### src/rtl/pipe_seg_adder_pkg.sv
// Shared definitions for the segmented pipelined add/subtract unit:
// operation mode encodings and the operand/segment width legality check.
package pipe_seg_adder_pkg;

  localparam logic MODE_ADD = 1'b0;
  localparam logic MODE_SUB = 1'b1;

  // Width must split into 1..16 equal segments.
  function automatic bit width_ok(input int width, input int seg_w);
    return (seg_w > 0) && (width % seg_w == 0) &&
           (width / seg_w >= 1) && (width / seg_w <= 16);
  endfunction

endpackage

### src/rtl/pipe_seg_adder_stage.sv
// One pipeline stage: adds a SEG_W-bit operand slice plus the incoming carry
// and registers valid, carry-out and the slice sum when enabled.
module pipe_seg_adder_stage #(
  parameter int SEG_W = 16
) (
  input  logic             clk,
  input  logic             rst_n,
  input  logic             en,
  input  logic             v_i,
  input  logic [SEG_W-1:0] a_i,
  input  logic [SEG_W-1:0] b_i,
  input  logic             c_i,
  output logic             v_o,
  output logic [SEG_W-1:0] s_o,
  output logic             c_o
);

  logic [SEG_W:0] tot;

  always_comb begin
    tot = {1'b0, a_i} + {1'b0, b_i} + {{SEG_W{1'b0}}, c_i};
  end

  always_ff @(posedge clk or negedge rst_n) begin
    if (!rst_n) begin
      v_o <= 1'b0;
      s_o <= '0;
      c_o <= 1'b0;
    end else if (en) begin
      v_o <= v_i;
      s_o <= tot[SEG_W-1:0];
      c_o <= tot[SEG_W];
    end
  end

endmodule

### src/rtl/pipe_seg_adder.sv
// Pipelined add/subtract: one SEG_W segment per stage, carry registered between
// stages, operand buffers skew inputs forward and result buffers collect low segments.
module pipe_seg_adder
  import pipe_seg_adder_pkg::*;
#(
  parameter int WIDTH = 64,
  parameter int SEG_W = 16
) (
  input  logic             clk,
  input  logic             rst_n,
  input  logic             in_valid,
  output logic             in_ready,
  input  logic [WIDTH-1:0] a,
  input  logic [WIDTH-1:0] b,
  input  logic             cin,
  input  logic             sub,
  output logic             out_valid,
  input  logic             out_ready,
  output logic [WIDTH-1:0] sum,
  output logic             cout,
  output logic             ovf
);

  localparam int NSEG = WIDTH / SEG_W;
  localparam int NB   = (NSEG > 1) ? NSEG - 1 : 1;

  if (!width_ok(WIDTH, SEG_W)) begin : g_bad_width
    $error("pipe_seg_adder: WIDTH must be a multiple of SEG_W with 1..16 segments");
  end

  // Handshake: a transfer happens on a rising edge where valid & ready are both high.
  // The whole pipe advances together; it freezes only while a result is offered
  // and not taken, so in_ready never depends on in_valid.
  logic                          stall;
  logic                          en;
  logic [WIDTH-1:0]              b_eff;
  logic                          c_eff;
  logic [NSEG-1:0]               v_in, c_in, v_st, c_st;
  logic [NSEG-1:0][SEG_W-1:0]    a_seg, b_seg, s_st;
  logic [NB-1:0][WIDTH-1:0]      a_q, b_q, hold;
  logic [NSEG:1][WIDTH-1:0]      w;
  logic                          ab_msb;

  assign stall    = out_valid & ~out_ready;
  assign en       = ~stall;
  assign in_ready = en;

  // Subtraction is a + ~b + ~cin, so cout=1 means no borrow.
  assign b_eff = (sub == MODE_SUB) ? ~b : b;
  assign c_eff = (sub == MODE_SUB) ? ~cin : cin;

  for (genvar k = 0; k < NSEG; k++) begin : g_stage
    if (k == 0) begin : g_first
      assign a_seg[0] = a[SEG_W-1:0];
      assign b_seg[0] = b_eff[SEG_W-1:0];
      assign v_in[0]  = in_valid;
      assign c_in[0]  = c_eff;
      assign w[1]     = WIDTH'(s_st[0]);
    end else begin : g_next
      assign a_seg[k] = a_q[k-1][k*SEG_W +: SEG_W];
      assign b_seg[k] = b_q[k-1][k*SEG_W +: SEG_W];
      assign v_in[k]  = v_st[k-1];
      assign c_in[k]  = c_st[k-1];
      // w[k+1] holds result segments 0..k of the transaction leaving stage k.
      assign w[k+1]   = hold[k-1] | (WIDTH'(s_st[k]) << (k * SEG_W));
    end

    pipe_seg_adder_stage #(.SEG_W(SEG_W)) u_stage (
      .clk   (clk),
      .rst_n (rst_n),
      .en    (en),
      .v_i   (v_in[k]),
      .a_i   (a_seg[k]),
      .b_i   (b_seg[k]),
      .c_i   (c_in[k]),
      .v_o   (v_st[k]),
      .s_o   (s_st[k]),
      .c_o   (c_st[k])
    );
  end

  always_ff @(posedge clk or negedge rst_n) begin
    if (!rst_n) begin
      a_q    <= '0;
      b_q    <= '0;
      hold   <= '0;
      ab_msb <= 1'b0;
    end else if (en) begin
      a_q[0]  <= a;
      b_q[0]  <= b_eff;
      hold[0] <= w[1];
      for (int j = 1; j < NB; j++) begin
        a_q[j]  <= a_q[j-1];
        b_q[j]  <= b_q[j-1];
        hold[j] <= w[j+1];
      end
      // Carry into the MSB is recovered later as a_msb ^ b_msb ^ sum_msb.
      ab_msb <= a_seg[NSEG-1][SEG_W-1] ^ b_seg[NSEG-1][SEG_W-1];
    end
  end

  assign out_valid = v_st[NSEG-1];
  assign sum       = w[NSEG];
  assign cout      = c_st[NSEG-1];
  assign ovf       = cout ^ ab_msb ^ sum[WIDTH-1];

endmodule

### config.mk
export PLATFORM = sky130hd
export DESIGN_NAME = pipe_seg_adder
export DESIGN_NICKNAME = d
export VERILOG_FILES = /design/src/rtl/pipe_seg_adder_pkg.sv /design/src/rtl/pipe_seg_adder_stage.sv /design/src/rtl/pipe_seg_adder.sv
export SDC_FILE = /design/constraint.sdc
export NUM_CORES = 1
export LEC_CHECK = 0
export BUFFER_PORTS_ARGS = -buffer_cell sky130_fd_sc_hd__clkbuf_2
export CAP_MARGIN = 0
export CORE_ASPECT_RATIO = 1.75
export CORE_MARGIN = 5
export CORE_UTILIZATION = 65
export CTS_BUF_LIST = sky130_fd_sc_hd__clkbuf_4 sky130_fd_sc_hd__clkbuf_8
export DETAILED_ROUTE_END_ITERATION = 7
export GPL_ROUTABILITY_DRIVEN = 0
export PLACE_DENSITY = 0.87
export SETUP_SLACK_MARGIN = 0.3
export SLEW_MARGIN = 40
export SYNTH_ARGS = -nofsm -noshare
export SYNTH_HDL_FRONTEND = slang
export SYNTH_SLANG_ARGS = --single-unit
### constraint.sdc
create_clock -name clk -period 5.23 [get_ports clk]
set_input_delay 0.523 -clock clk [delete_from_list [all_inputs] [get_ports clk]]
set_output_delay 0.523 -clock clk [all_outputs]
set_load 0.05 [all_outputs]
# --- Word-level counts from Yosys, hierarchy flattened ---
# Index checks and enable logic that the tools add are counted.
word_totals:
  regBits: 601
  input_bits: 134
  output_inout_bits: 68
  wordCells: 43
classes:
  add_sub_neg: 8
  n_mux: 2
  bitwise: 11
ops:
  columns: ["cell", "n"]
  rows:
  - ["$add A16 B16 Y17", 4]
  - ["$add A17 B1 Y17", 4]
  - ["$mux W64", 1]
  - ["$not A64 Y64", 1]
  - ["$or A64 B48 Y64", 1]
  - ["$or A64 B64 Y64", 1]
  - ["$or A16 B32 Y32", 1]
  - ["$not A1 Y1", 3]
  - ["$xor A1 B1 Y1", 3]
  - ["$and A1 B1 Y1", 1]
  - ["$mux W1", 1]

# --- Logic depth before layout (Yosys ltp) ---
# Gate-level depths: netlist (run 1).
logic_depth:
  word_depth: 4
  depth_mapped: 12
  depth_no_buf: 10

# --- Hierarchy ---
# From an unflattened synthesis (run 1), not the netlist that was laid out.
unflattened:
  hier_cells: 1339
  hier_area_um2: 17849.6
modules_own_cells:
  columns: ["module", "n_inst", "cells_each", "area_each_um2", "seq_area_each_um2"]
  rows:
  - ["pipe_seg_adder", 1, 735, 11911.4, 7231.9]
  - ["pipe_seg_adder_stage at g_stage[0].u_stage ...", 2, 157, 1487.7, 450.4]
  - ["pipe_seg_adder_stage at g_stage[2].u_stage ...", 2, 145, 1481.4, 450.4]

# --- Worst setup path before layout (run 1) ---
# Ideal clock, no wire load.
synth_path:
  path_kind: "in2reg"
  startpoint: "in sub"
  endpoint: "reg g_stage[0].u_stage.s_o[6]"
  setup_time_ns: 0.164
  arrival_time_ns: 2.975
  t_required_ns: 5.066
  slack_ns: 2.091
  stages: 12
  path_buffers: 2
  path_cell_list: "clkbuf_1 -> buf_2 -> xor2_1 -> fa_1 -> inv_1 -> fa_1 -> nor2b_1 -> o31a_1 -> o21ai_0 -> or2b_1 -> xnor2_1 -> a21oi_1"
synth_between:
  elab_chain_len: 3
  elab_cells_between_ends: 4
  classes_between: "add/sub (2); mux (2)"
synth_lines:
  columns: ["item", "line_no", "text"]
  rows:
  - ["start: declaration", "pipe_seg_adder.sv:16", "input logic sub,"]
  - ["$mux W64", "pipe_seg_adder.sv:49", "assign b_eff = (sub == MODE_SUB) ? ~b : b;"]
  - ["$add A16 B16 Y17", "pipe_seg_adder_stage.sv:21", "tot = {1'b0, a_i} + {1'b0, b_i} + {{SEG_W{1'b0}}, c_i};"]
  - ["$add A17 B1 Y17 *", "pipe_seg_adder_stage.sv:21", null]
  - ["end signal: assignment", "pipe_seg_adder_stage.sv:31", "s_o <= tot[SEG_W-1:0];"]
  - ["end: declaration", "pipe_seg_adder_stage.sv:14", "output logic [SEG_W-1:0] s_o,"]
# Every way passes the cells marked *; elsewhere a longest branch is shown, timed or not.
# A chain may end at the register's enable or synchronous reset.

# --- Worst setup path in the final report (run 1) ---
layout_path:
  startpoint: "reg a_q[16] (netlist bit)"
  endpoint: "reg g_stage[1].u_stage.s_o[10]"
layout_between:
  elab_chain_len: 2
layout_lines:
  columns: ["item", "line_no", "text"]
  rows:
  - ["start: declaration", "pipe_seg_adder.sv:40", "logic [NB-1:0][WIDTH-1:0] a_q, b_q, hold;"]
  - ["start signal: indexed assignment", "pipe_seg_adder.sv:93", "a_q[j] <= a_q[j-1];"]
  - ["$add A16 B16 Y17", "pipe_seg_adder_stage.sv:21", null]
  - ["$add A17 B1 Y17", "pipe_seg_adder_stage.sv:21", null]
  - ["end signal: assignment", "pipe_seg_adder_stage.sv:31", null]
  - ["end: declaration", "pipe_seg_adder_stage.sv:14", null]
# No other way between the ends.

==> run_results.csv, run 1 <==
group,metric,value,unit
cts,cts_setup_buffers,0,
cts,clkTransAtPathRegs,0.07,ns
timing,fin_crit,2.90,ns
power,pwr-share-seq,0.368,
cts,cts_resized,0,
worst_setup_path,max_stage_delay,0.54,ns
drt,drt_iter0_markers,947,
timing,grt_setup_unrepaired,"no",
place,port_buffers,201,
power,leakage,10.0,nW
yosys,yosysUniqueCellTypes,71,
yosys,synthTopCellsByArea,"dfrtp_1 (52%), nand2_1 (18%), ha_1 (4.3%), xnor2_1 (3.4%), o21ai_0 (2.4%)",
cts,clock_path_buffers,3,
timing,skew,0.0326,ns
worst_setup_path,start_kind,"flip-flop",
cts,h-tree-depth,2,
floorplanning,die_area,0.0303,mm^2
power,p_sw_frac,0.434,
yosys,syn_inst,1963,
timing,maxSlewViolCount,0,
power,peakVddDrop,0.369,mV
timing,fmax,345,MHz
drt,drcViolationCount,0,
power,pwr_density_cell,669,mW/mm^2
flow_run,cap_viol_max_count,0,
cts,cts_tree,"done",
worst_setup_path,cpMaxStageDelayCell,"a2111oi_2",
finish,ff_latch_area,0.00903,mm^2
floorplanning,die_x,134,um
drt,wl_per_cell,15.4,um
floorplanning,num_rows,79,
drt,via_count,13602,
yosys,synth_top_cell_by_area,"dfrtp_1",
timing,setup_violations,0,
finish,layout-area-overhead-vs-synth,11.5,%
worst_setup_path,worst-path-buf-inv,0,
worst_hold_path,hold_path_class,"in2reg",
timing,setup_tns,0,ns
global_routing,overflow,0,
drt,vias_per_cell,5.55,
yosys,synth-edff-count,0,
yosys,syn_nets,2165,
drt,wl,37700,um
finish,n_fill_cell,1939,
drt,drtAntennaViolNets,0,
global_routing,grt_usage,0.252,
worst_setup_path,end_kind,"flip-flop",
yosys,syn-cell-area,0.0174,mm^2
power,p_int,0.00737,W
timing,hold_viol_final,0,
yosys,avgSynthCellArea,8.88,um^2
yosys,synth_top_area_frac,0.518,
floorplanning,die_y,227,um
floorplanning,pin_count,202,
worst_setup_path,path_delay_family,"compound AO/OA/AOI/OAI gates",
cts,hold_buffers,1,
power,p_switching,0.00564,W
timing,fin_hold_ws,0.119,ns
cts,clock_latency,0.60,ns
finish,nets,2288,
power,comb_power_share,0.448,
run_status,outcome,"complete, no violations",
global_routing,grt_max_degree,232,
timing,relSlewSlack,0.467,
floorplanning,initial_core_util,0.658,
cts,clock-sinks,361,
floorplanning,core_area,0.0265,mm^2
yosys,yosys_most_used_dff,"dfrtp_1",
yosys,yosysWarnings,0,
worst_setup_path,critical_path_peak_fanout,3,
yosys,async_flop_share,1.00,
place,dp_hpwl,26000,um
worst_setup_path,arrival,3.33,ns
timing,fin_crit_sh,0.555,
cts,cts_root_buf,"clkbuf_8",
finish,multi_input_area,0.00759,mm^2
yosys,yosysSeqAreaShare,0.518,
worst_setup_path,path_class,"reg2reg",
finish,drive_above_1_share,0.155,
global_routing,antenna_found_initial,4,
drt,dr.pass1.iters,6,
yosys,ys_ff_latch,361,
global_routing,grt_pass1_wl,63000,um
cts,cts_buffers,51,
worst_setup_path,required,5.66,ns
worst_setup_path,crit_chain,"fa_1 > fa_1 > a211oi_2 > o21bai_2 > a2111oi_2 > o41ai_2 > xnor2_1 > a21oi_1",
power,p_clk_frac,0.184,
timing,tightest_slew,0.799,ns
global_routing,grt_pass1_vias,13358,
worst_setup_path,path_common_cell,"fa_1",
tightest hold or removal path, cell delays in order:
cell and delay [ns]:
clkbuf_2 0.07, nand2_1 0.04, nand2_1 0.05
path summary, 6_finish.rpt:
path	startpoint	endpoint	slack, ns	cells after the start
worst max-delay path	a_q[16]	g_stage[1].u_stage.s_o[10]	2.33	8
worst min-delay path	a[51]	a_q[51]	0.12	3
worst max register to register	a_q[16]	g_stage[1].u_stage.s_o[10]	2.33	8
worst min register to register	g_stage[2].u_stage.v_o	g_stage[3].u_stage.v_o	0.46	1
max in group asynchronous	rst_n	g_stage[0].u_stage.s_o[3]	3.64	4
min in group asynchronous	rst_n	hold[142]	0.45	2
metrics by stage:
step	utilization	setup WS (ns)	std cells	cell area, um^2	power (W)
6_report	0.733	2.33	2453	19400	0.0130
2_1_floorplan	-	2.09	1963	17400	0.00945
4_1_cts	0.732	2.35	2451	19400	0.0130
3_5_place_dp	0.689	2.17	2355	18200	0.0106
5_1_grt	0.733	2.21	2453	19400	0.0140
3_3_place_gp	0.688	2.21	2354	18200	0.0103
final cells by class:
type	count	share of cell area
diodes	1	0.000129
clock buffers	79	0.0515
clock inverters	16	0.00728
inverters	13	0.00290
multi-input cells	1445	0.391
flip-flops and latches	361	0.465
well taps	324	0.0209
repair buffers	214	0.0618
flip-flops by register name (all words and copies together), names as in the netlist:
register and count:
a_q 96, ab_msb 1, b_q 96, g_stage.u_stage.c_o 4, g_stage.u_stage.s_o 64, g_stage.u_stage.v_o 4, hold 96
layout by cell type (no fill, tap or decap), drive strengths merged, types with 3 or more instances in the layout:
cell and n:
nand4 5, o31a 4, a21o 30, xor2 31, o21ai 90, a211oi 19
nor2b 6, nand2 859, a41oi 3, o21bai 4, a21oi 63, or3 5
fa 8, inv 14, buf 14, nor3 14, mux2i 5, o211ai 10
a31oi 5, clkbuf 278, o41ai 3, ha 60, o21a 15, xnor2 68
nor3b 7, clkinv 10, nand3 10, a2111oi 5, nor4 5, o31ai 15
nor2 62, dfrtp 361, clkinvlp 3
power groups by stage:
stage	Clock [W]	Combinational [W]	Sequential [W]
after floorplan	0	0.00460	0.00485
after global placement	0	0.00554	0.00478
after detailed placement	0	0.00577	0.00483
after CTS	0.00244	0.00581	0.00479
after global routing	0.00257	0.00645	0.00494
final	0.00239	0.00583	0.00479
cells in the mapped netlist, types with 3 or more instances:
master     number
a2111oi_0       3
a211oi_1       15
a211oi_2        4
a21o_1         30
a21oi_1        62
a31oi_1         5
a41oi_1         3
buf_1           5
buf_2          31
buf_4          48
clkbuf_1       59
dfrtp_1       361
fa_1            8
ha_1           60
inv_1          12
mux2i_1         5
nand2_1       859
nand3_1        10
nand4_1         5
nor2_1         62
nor2b_1         5
nor3_1         14
nor3b_1         7
nor4_1          5
o211ai_1       10
o21a_1         15
o21ai_0        82
o21ai_1         7
o21bai_1        3
o31a_1          4
o31ai_1        12
o31ai_2         3
or3_1           5
xnor2_1        68
xor2_1         31
metal layers:
layer,track usage,up-vias,part of all wire
met5,0,-,0.0012
met4,0.117,6,0.044
met3,0.0415,124,0.044
met2,0.442,408,0.52
met1,0.304,6465,0.39
li1,-,6599,-
cell families after synthesis:
logic type / Yosys count / share of synthesized area
AO/OA/AOI/OAI: 283 / 0.106
XOR/XNOR: 99 / 0.0497
adder cells (fa/ha/maj): 68 / 0.0522
buffers and inverters: 157 / 0.0468
flip-flops: 361 / 0.518
multiplexers: 6 / 0.00352
AND/OR/NAND/NOR: 989 / 0.224
Power figures use the tool's default switching activity.
==> inputs of run 2 (changes only) <==
--- a/config.mk
+++ b/config.mk
@@ -9,11 +9,11 @@
 export CAP_MARGIN = 0
 export CORE_ASPECT_RATIO = 1.75
 export CORE_MARGIN = 5
-export CORE_UTILIZATION = 65
+export CORE_UTILIZATION = 61
 export CTS_BUF_LIST = sky130_fd_sc_hd__clkbuf_4 sky130_fd_sc_hd__clkbuf_8
 export DETAILED_ROUTE_END_ITERATION = 7
 export GPL_ROUTABILITY_DRIVEN = 0
-export PLACE_DENSITY = 0.87
+export PLACE_DENSITY = 0.83
 export SETUP_SLACK_MARGIN = 0.3
 export SLEW_MARGIN = 40
 export SYNTH_ARGS = -nofsm -noshare
==> constraint.sdc (replaced) <==
create_clock -name clk -period 3 [get_ports clk]
set_input_delay 0.3 -clock clk [delete_from_list [all_inputs] [get_ports clk]]
set_output_delay 0.3 -clock clk [all_outputs]
set_load 0.05 [all_outputs]
==> run 2 against run 1 <==
  * Maximum frequency is 9.5% higher
  * Non-clock buffer count is 97 higher
  * Sequential power is 75% higher
  * Power is 78% higher
  * Final area is 5.6% higher
  * Clock-buffer cell count is 1 lower
  * Global-route usage is 0.97 points higher
  * Clock power is 76% higher
  * Setup slack worse by 2.0 ns
  * Die area is 6.2% higher
==> run_results.csv, run 2 (synthesized netlist as in run 1, its figures left out) <==
group,metric,value,unit
drt,wl_per_cell,16.0,um
timing,fin_crit,2.65,ns
finish,ff_latch_area,0.00903,mm^2
finish,n_fill_cell,2025,
power,leakage,10.4,nW
finish,final_common_cell,"nand2_1",
place,dp_hpwl,26800,um
worst_setup_path,path_delay_family,"adder cells",
cts,clock_path_buffers,3,
flow_run,cap_viol_max_count,0,
power,pwr_density_cell,1130,mW/mm^2
power,p_int,0.0131,W
cts,cts_tree,"done",
global_routing,antenna_found_initial,3,
drt,drcViolationCount,0,
worst_hold_path,hold_path_class,"in2reg",
timing,fin_crit_sh,0.883,
finish,largestRegisters,"a_q x96, b_q x96, hold x96",
place,port_buffers,201,
place,placed_area,0.0184,mm^2
timing,fin_hold_ws,0.0423,ns
floorplanning,pin_count,202,
global_routing,overflow,0,
timing,maxSlewViolCount,0,
floorplanning,num_rows,82,
worst_setup_path,end_kind,"flip-flop",
finish,final_area,0.0205,mm^2
worst_setup_path,cpMaxStageDelayCell,"or4b_1",
cts,cts_buffers,49,
finish,layout_common_cells,"nand2_1 (859), dfrtp_1 (361), clkbuf_2 (199)",
power,p_clk_frac,0.181,
cts,cts_root_buf,"clkbuf_8",
finish,multi_input_area,0.00764,mm^2
worst_setup_path,crit_chain,"fa_2 > fa_2 > a211oi_4 > o21bai_4 > a21oi_2 > o21ai_2 > or4b_1 > nand3_1",
drt,via_count,14149,
worst_setup_path,arrival,3.17,ns
timing,setup_violations,0,
timing,setup_tns,0,ns
floorplanning,core_area,0.0284,mm^2
floorplanning,die_y,234,um
timing,relSlewSlack,0.479,
global_routing,grt_pass1_wl,67800,um
worst_setup_path,max_stage_delay,0.49,ns
floorplanning,die_x,138,um
worst_setup_path,critical_path_peak_fanout,3,
cts,clock_latency,0.60,ns
finish,nets,2383,
worst_setup_path,path_common_cell,"fa_2",
floorplanning,initial_core_util,0.613,
floorplanning,die_area,0.0322,mm^2
worst_setup_path,start_kind,"flip-flop",
finish,layout-area-overhead-vs-synth,17.7,%
timing,fmax,377,MHz
power,p_switching,0.0100,W
cts,clkTransAtPathRegs,0.08,ns
power,pwr-share-seq,0.360,
drt,wl,41500,um
drt,drt_iter0_markers,935,
global_routing,grt_max_degree,216,
cts,h-tree-depth,2,
timing,hold_viol_final,0,
cts,clock-sinks,361,
drt,vias_per_cell,5.44,
global_routing,grt_pass1_vias,14209,
finish,drive_above_1_share,0.156,
power,p_sw_frac,0.433,
timing,tightest_slew,0.781,ns
power,peakVddDrop,0.626,mV
global_routing,grt_usage,0.261,
drt,drtAntennaViolNets,0,
timing,grt_setup_unrepaired,"yes",
worst_setup_path,required,3.52,ns
worst_setup_path,path_class,"reg2reg",
timing,skew,0.0186,ns
worst_setup_path,worst-path-buf-inv,0,
run_status,outcome,"complete, no violations",
power,comb_power_share,0.458,
drt,dr.pass1.iters,6,
## run 2: cell type report
class / count / share of cell area
timing repair buffer: 311 / 0.106
tap: 378 / 0.0230
multi-input combinational: 1445 / 0.372
sequential: 361 / 0.440
inverter: 13 / 0.00274
clock buffer: 78 / 0.0480
antenna: 2 / 0.000244
clock inverter: 13 / 0.00695
## run 2: power groups by stage
stage | clock [W] | sequential [W] | combinational, W
floorplan | 0 | 0.00845 | 0.00802
global placement | 0 | 0.00832 | 0.00981
detailed placement | 0 | 0.00843 | 0.0102
CTS | 0.00427 | 0.00836 | 0.0104
global route | 0.00449 | 0.00862 | 0.0117
finish | 0.00421 | 0.00836 | 0.0106
## run 2: metrics by stage
| step | instances | setup slack, ns | util | power, W |
|---|---|---|---|---|
| after floorplan | 1963 | 0.317 | - | 0.0165 |
| after global placement | 2417 | 0.279 | 0.648 | 0.0181 |
| after detailed placement | 2417 | 0.156 | 0.648 | 0.0186 |
| after CTS | 2593 | 0.299 | 0.718 | 0.0230 |
| after global routing | 2601 | 0.228 | 0.722 | 0.0248 |
| final | 2601 | 0.350 | 0.722 | 0.0232 |
## run 2: worst paths after layout
| kind | from | to | slack (ns) | cells past startpoint |
|---|---|---|---|---|
| min | b[32] | b_q[32] | 0.04 | 3 |
| max reg2reg | g_stage[0].u_stage.c_o | g_stage[1].u_stage.s_o[12] | 0.35 | 8 |
| max | g_stage[0].u_stage.c_o | g_stage[1].u_stage.s_o[12] | 0.35 | 8 |
| min reg2reg | hold[139] | hold[139] | 0.46 | 2 |
| max in group asynchronous | rst_n | a_q[126] | 1.83 | 3 |
| min in group asynchronous | rst_n | hold[143] | 0.30 | 2 |
## run 2: repair_timing
action / in CTS / in global routing
gates resized for setup: 4 / 8
hold buffers: 83 / 0
gates cloned: 0 / 0
pin swaps: 2 / 8
hold endpoints to repair: 156 / 0
setup buffers: 2 / 5
setup endpoints to repair: 5 / 14
## run 2: layer usage
metal	part of all wire	track usage	wire, um	vias to the layer above
met5	0.00027	0	11	-
met4	0.058	0.139	2390	2
met3	0.049	0.0403	2040	162
met2	0.51	0.451	21200	459
met1	0.38	0.311	15800	6717
li1	-	-	-	6809
## run 2: worst reg2reg max path, cell delays in order, from the launching register on
cell and delay (ns):
dfrtp_1 0.41, fa_2 0.44, fa_2 0.42, a211oi_4 0.31, o21bai_4 0.11, a21oi_2 0.21
o21ai_2 0.11, or4b_1 0.49, nand3_1 0.09
